===== src/rtl/disp_scan_ctrl.sv =====
// disp_scan_ctrl: 4-digit multiplexed 7-segment scan scheduler.
// Walks the four digit slots, blanks the anodes at the start of every slot
// to avoid ghosting, and double-buffers the displayed BCD value so a new
// number is only swapped in at a frame boundary.
module disp_scan_ctrl #(
  parameter int TICK_DIV  = 50000,
  parameter int BLANK_CYC = 500
) (
  input  logic        clk,
  input  logic        rst,
  input  logic        wr_valid,
  input  logic [15:0] wr_data,
  output logic        wr_ready,
  input  logic        lz_blank,
  input  logic [3:0]  dp_sel,
  output logic [3:0]  digit,
  output logic [3:0]  an,
  output logic        dp,
  output logic        frame_done
);

  localparam int CW = (TICK_DIV > 2) ? $clog2(TICK_DIV) : 1;
  localparam logic [CW-1:0] CNT_MAX = CW'(TICK_DIV - 1);
  localparam logic [CW-1:0] CNT_BLK = CW'(BLANK_CYC);

  logic [CW-1:0] cnt;
  logic [1:0]    sel;
  logic [15:0]   active;
  logic [15:0]   shadow;
  logic          pending;

  logic          slot_end;
  logic          boundary;
  logic          accept;
  logic          in_blank;
  logic [3:0]    cur_digit;
  logic [3:0]    suppress;
  logic          blank_now;

  assign slot_end = (cnt == CNT_MAX);
  assign boundary = slot_end && (sel == 2'd3);
  assign accept   = wr_valid && wr_ready;
  // With BLANK_CYC=0 the whole slot is driven.
  assign in_blank = (BLANK_CYC != 0) && (cnt < CNT_BLK);

  // Slot timer and digit selector; sel advances on the last cycle of a slot.
  always_ff @(posedge clk) begin
    if (rst) begin
      cnt <= '0;
      sel <= 2'd0;
    end else begin
      cnt <= slot_end ? '0 : cnt + 1'b1;
      if (slot_end) sel <= sel + 2'd1;
    end
  end

  // Double buffer: accept into shadow, move to active only at a frame boundary.
  // An accept needs pending=0 and a transfer needs pending=1, so they never
  // collide; a boundary-cycle accept waits for the following boundary.
  always_ff @(posedge clk) begin
    if (rst) begin
      active   <= 16'h0000;
      shadow   <= 16'h0000;
      pending  <= 1'b0;
      wr_ready <= 1'b1;
    end else if (accept) begin
      shadow   <= wr_data;
      pending  <= 1'b1;
      wr_ready <= 1'b0;
    end else if (boundary && pending) begin
      active   <= shadow;
      pending  <= 1'b0;
      wr_ready <= 1'b1;
    end
  end

  // Current digit mux and leading-zero suppression mask (digit0 always shown).
  always_comb begin
    cur_digit   = active[3:0];
    case (sel)
      2'd0: cur_digit = active[3:0];
      2'd1: cur_digit = active[7:4];
      2'd2: cur_digit = active[11:8];
      2'd3: cur_digit = active[15:12];
      default: cur_digit = active[3:0];
    endcase
    suppress    = 4'b0000;
    suppress[3] = lz_blank && (active[15:12] == 4'h0);
    suppress[2] = suppress[3] && (active[11:8] == 4'h0);
    suppress[1] = suppress[2] && (active[7:4] == 4'h0);
    blank_now   = in_blank || suppress[sel];
  end

  // Registered display outputs, one cycle behind the slot timer.
  always_ff @(posedge clk) begin
    if (rst) begin
      an         <= 4'b1111;
      digit      <= 4'hF;
      dp         <= 1'b1;
      frame_done <= 1'b0;
    end else begin
      frame_done <= boundary;
      if (blank_now) begin
        an    <= 4'b1111;
        digit <= 4'hF;
        dp    <= 1'b1;
      end else begin
        an    <= ~(4'b0001 << sel);
        digit <= cur_digit;
        dp    <= ~dp_sel[sel];
      end
    end
  end

endmodule

===== config.mk =====
export PLATFORM = sky130hd
export DESIGN_NAME = disp_scan_ctrl
export DESIGN_NICKNAME = d
export VERILOG_FILES = /design/src/rtl/disp_scan_ctrl.sv
export SDC_FILE = /design/constraint.sdc
export NUM_CORES = 1
export LEC_CHECK = 0
export ABC_CLOCK_PERIOD_IN_PS = 3000
export BUFFER_PORTS_ARGS = -buffer_cell sky130_fd_sc_hd__buf_2
export CORE_ASPECT_RATIO = 0.5
export CORE_UTILIZATION = 30
export DETAILED_ROUTE_END_ITERATION = 16
export SLEW_MARGIN = 30
export SYNTH_ARGS = -nofsm -noshare
export SYNTH_HDL_FRONTEND = slang
export SYNTH_SLANG_ARGS = --single-unit

===== constraint.sdc =====
create_clock -name clk -period 3 [get_ports clk]
set_input_delay 0.75 -clock clk [delete_from_list [all_inputs] [get_ports clk]]
set_output_delay 0.75 -clock clk [all_outputs]
set_load 0.02 [all_outputs]

# Word level (Yosys, flattened, before mapping)
# Index checks and enable logic that the tools add are counted.
dict set report classes {
  add_sub_neg 2
  n_mul 0
  div 0
  order_cmp 2
  n_eq_ne 4
  shifts 1
  muxes 9
  n_bitwise 3
  reduce_logical 15
}
# operator count
set op_table {}
lappend op_table {{$add 16x1->16 const B} 1}
lappend op_table {{$eq 16x16->1 const B} 1}
lappend op_table {{$lt 16x9->1 const B} 1}
lappend op_table {{$pmux 4 s4} 1}
lappend op_table {{$logic_not 4->1} 3}
lappend op_table {{$logic_and 1x1->1} 6}
lappend op_table {{$mux 1} 6}
lappend op_table {{$bmux 1 s2} 2}
lappend op_table {{$eq 2x2->1 const B} 2}
lappend op_table {{$not 4->4} 1}
lappend op_table {{$reduce_or 2->1} 2}
lappend op_table {{$shl 1x2->4 const A} 1}
lappend op_table {{$lt 2x3->1 const B} 1}
lappend op_table {{$add 2x1->2 const B} 1}
lappend op_table {{$eq 2x1->1 const B} 1}
lappend op_table {{$logic_not 2->1} 1}
lappend op_table {{$not 1->1} 2}
lappend op_table {{$reduce_and 2->1} 1}
lappend op_table {{$reduce_bool 2->1} 1}
lappend op_table {{$logic_or 1x1->1} 1}
dict set report word_totals {
  register_bits 62
  latchBits 0
  mem_bits_rw 0
  mem_bits_ro 0
  input_bits 24
  word_cells 46
  n_memories 0
}

# Logic depth before layout (Yosys ltp)
dict set report depth {
  ltp_word 8
  depth_mapped 7
  depth_no_buf 6
}

# Worst setup path after synthesis
# No wires, ideal clock.
dict set report synth_timing {
  path_type {input to register}
  from {input port wr_valid}
  to {register active[10]}
  setup_ps 71
  arrival_ps 1710
  path_slack_ps 1220
  stages 6
  n_path_buf 2
  cell_sequence {nand2_1 > and3_1 > clkbuf_1 > clkbuf_4 > nand3_1 > a21oi_1}
}
dict set report synth_between {
  elab_chain_len 3
}
# element line
set synth_rtl {}
lappend synth_rtl {{from (decl)} 11} ;# input logic wr_valid,
lappend synth_rtl {{$logic_and 1x1->1} 42} ;# assign accept = wr_valid && wr_ready;
lappend synth_rtl {{$not 1->1 (no line)} --}
lappend synth_rtl {{$reduce_and 2->1 (no line)} --}
lappend synth_rtl {{to (signal assigned)} 71} ;# active <= shadow;
lappend synth_rtl {{to (decl)} 28} ;# logic [15:0] active;
# Every way passes these cells.
# A chain may end at the register's enable or synchronous reset.

# Final worst setup path
dict set report layout_timing {
  from {register cnt[0]}
  to {register active[3]}
}
dict set report layout_between {
  elab_chain_len 4
}
# element line
set layout_rtl {}
lappend layout_rtl {{from (decl)} 26} ;# logic [CW-1:0] cnt;
lappend layout_rtl {{from (signal assigned)} 52} ;# cnt <= slot_end ? '0 : cnt + 1'b1;
lappend layout_rtl {{$eq 16x16->1} 40} ;# assign slot_end = (cnt == CNT_MAX);
lappend layout_rtl {{$logic_and 1x1->1} 41} ;# assign boundary = slot_end && (sel == 2'd3);
lappend layout_rtl {{$logic_and 1x1->1} 70} ;# end else if (boundary && pending) begin
lappend layout_rtl {{$reduce_and 2->1 (no line)} --}
# Every way passes these cells.

==> metrics.txt <==
status=finished, final reports clean; Max Clock Freq=520 MHz; Crit Path Class=reg -> reg; pin count of the biggest net entering global routing=41; DP Area=2780 µm²; Warnings, synthesis=0; Setup crit start=cnt[0]; CP max FO=18; top cell type's share of synthesized area=0.486; Final Hold Vio Count=0; Levels on crit path=5; Die W=132 µm; startpoint types=flip-flop; die height=67.2 µm; Hold Path Class=reg -> reg; HPWL Detailed=3750 µm; clock skew=4.30 ps; worst r2r src=cnt[0]; CP cell instances=ha_1 -> and4_1 -> and4_1 -> nand3_1 -> a21oi_1; first-pass GRT wire length=9370 µm; GRT Resource Usage Total=0.134; DRT Pass-1 Iters=4; Post-synth top flop=dfxtp_1; remaining global-route overflow=0; CP dominant cell by count=and4_1; Worst-Skew Late Latency=320 ps; final setup TNS=0 ps; Core Footprint=8120 µm²; Slew Viols, Final=0; clock root cell=clkbuf_16; Final Instance Area=3140 µm²; htree depth=3; max_cap viols=0; CP max stage cell=and4_1; row cnt=23; met2 routed WL=2300 µm; post-route ant nets=0; Mean Syn Cell Area=8.59 µm²; worst r2r path cells=5; Worst Setup End Kind=flip-flop; CTS tree=done; GP Congestion=0.798; ant diodes=0; Post-route DRC=0; final setup fails=0; met3 WL=216 µm; DP Worst Slack=809 ps; share of cells above drive strength 1=0.169; starting utilization of the core area=0.315; clock slew at reported path FFs=50 ps; cell taking the most area after synthesis=dfxtp_1; # clock sinks=62; worst stage delay on the critical path=620 ps; Yosys reg bits=62; WL per Instance=12.2 µm; Power per Cell Area=668 nW/µm²; Max-Slew Margin vs Limit=0.511; top-count cell post-synth=dfxtp_1; worst setup path end=active[3]; Slew @ Worst Pin=734 ps; synth top area cells=dfxtp_1 49%, a21oi_1 7.3%, nand2_1 6.2%; Buf/Inv on CP=0; worst r2r dst=active[3]; Tmin final=1920 ps; ys async rst share=0; Seq/Total Area, Yosys=0.486; fin crit share=0.641; # resized after CTS=0; die area=8900 µm²; initial antenna violation count=0; synthesized area=2550 µm²; final core occ=0.387; DR vias/cell=4.73; Via Count=2099; RSZ-0062 raised after global routing=no; Pleak=1.10 nW; DRT iter0 DRCs=141; Post-synth top cells=62 x dfxtp_1, 42 x nand2_1, 37 x a21oi_1, 30 x nand3_1, 22 x o21ai_0; Syn-to-layout area delta=22.9%; Post-CTS Hold Buffers=0; worst path arrival time=2160 ps; Total Power Consumption=2.10 mW; worst vdd ir=0.222 mV; flop-to-flop setup slack=1080 ps; Req. time, crit path=3240 ps; number of synthesized flops with an enable pin=0; Syn Inst Count=297; PortBufs=34; Routed WL=5400 µm; M1 WL=2820 µm; crit-path leading delay family=simple AND/OR/NAND/NOR gates; syn_nets=327; nets@finish=357; Num CTS Buffers=9; maximum clock path buffer count=2; final setup margin=1080 ps; vias in the first global route=2025; library cells used by synthesis=32; postcts setup bufs=0; Max Used Layer=met4; I/O Pins=35
## placed cells by master (no fill, tap or decap)
cell type  count
a21oi_1       37
ha_1           6
a222oi_1       4
nor4_4         1
nand4_1        6
nand2b_1       1
and3b_1        1
nor4bb_1       1
bufinv_16      2
xor2_1         1
buf_4          2
clkbuf_16      9
nand2_1       42
nand3_1       30
nor2_1        20
or3_1          1
and2_1         1
clkbuf_8       5
nor4_1         5
buf_2         34
nor3_1         9
inv_1          9
xnor2_1       13
or4_1          2
and3_1         1
o211ai_2       1
mux4_2         1
o21ai_0       22
a31oi_4        1
and4_1         2
dfxtp_1       62
## sequential cells by signal, summed over array words and instances (netlist names)
name	count
pending	1
active	16
frame_done	1
an	4
sel	2
shadow	16
wr_ready	1
dp	1
digit	4
cnt	16
## power by group
| part | internal (mW) | leakage (nW) | switching (mW) | total (mW) |
|---|---|---|---|---|
| logic | 0.0261 | 0.420 | 0.0388 | 0.0650 |
| registers | 0.843 | 0.503 | 0.0116 | 0.854 |
| clock network | 0.839 | 0.175 | 0.338 | 1.18 |
## metal layers
layer	GRT usage	vias to the layer above
met5	0	-
met1	0.167	964
li1	-	1097
met4	0.0560	0
met2	0.215	31
met3	0.0473	7
## how the worst min path moves through the flow
stage          startpoint         to  depth (start not counted)
4_1_cts         shadow[7]  shadow[7]                          2
6_report        shadow[7]  shadow[7]                          2
3_3_place_gp       cnt[0]     cnt[0]                          1
2_1_floorplan      cnt[0]     cnt[0]                          1
3_5_place_dp    shadow[7]  shadow[7]                          2
5_1_grt         shadow[9]  shadow[9]                          2
## through the flow
stage / hold WS (ps) / cells
after floorplan: 430 / 297
after global placement: 446 / 428
after detailed placement: 449 / 428
after CTS: 456 / 444
after global routing: 480 / 444
final: 454 / 444
## cells by family after synthesis
| kind of cell | synth area share |
|---|---|
| simple gates | 0.233 |
| flops | 0.486 |
| compound gates | 0.145 |
| xor+xnor | 0.0480 |
| buf+inv | 0.0500 |
| mux | 0.00882 |
| fa+ha+maj | 0.0294 |
## layout make-up
class                           count  area, µm²
Clock inverter                      2       60.1
Inverter                            9       33.8
Tap cell                          112        140
Sequential cell                    62       1240
Fill cell                         851       4980
Multi-Input combinational cell    209       1180
Timing Repair Buffer               36        185
Clock buffer                       14        294
## worst reg2reg max path: cells and delay by family (launching register included)
family / cells / cell delay (ps)
adders and majority gates: 1 / 250
DFF: 1 / 370
AOI/OAI and AO/OA: 1 / 190
and+or+nand+nor: 3 / 1020
(Power assumes the default switching activity.)
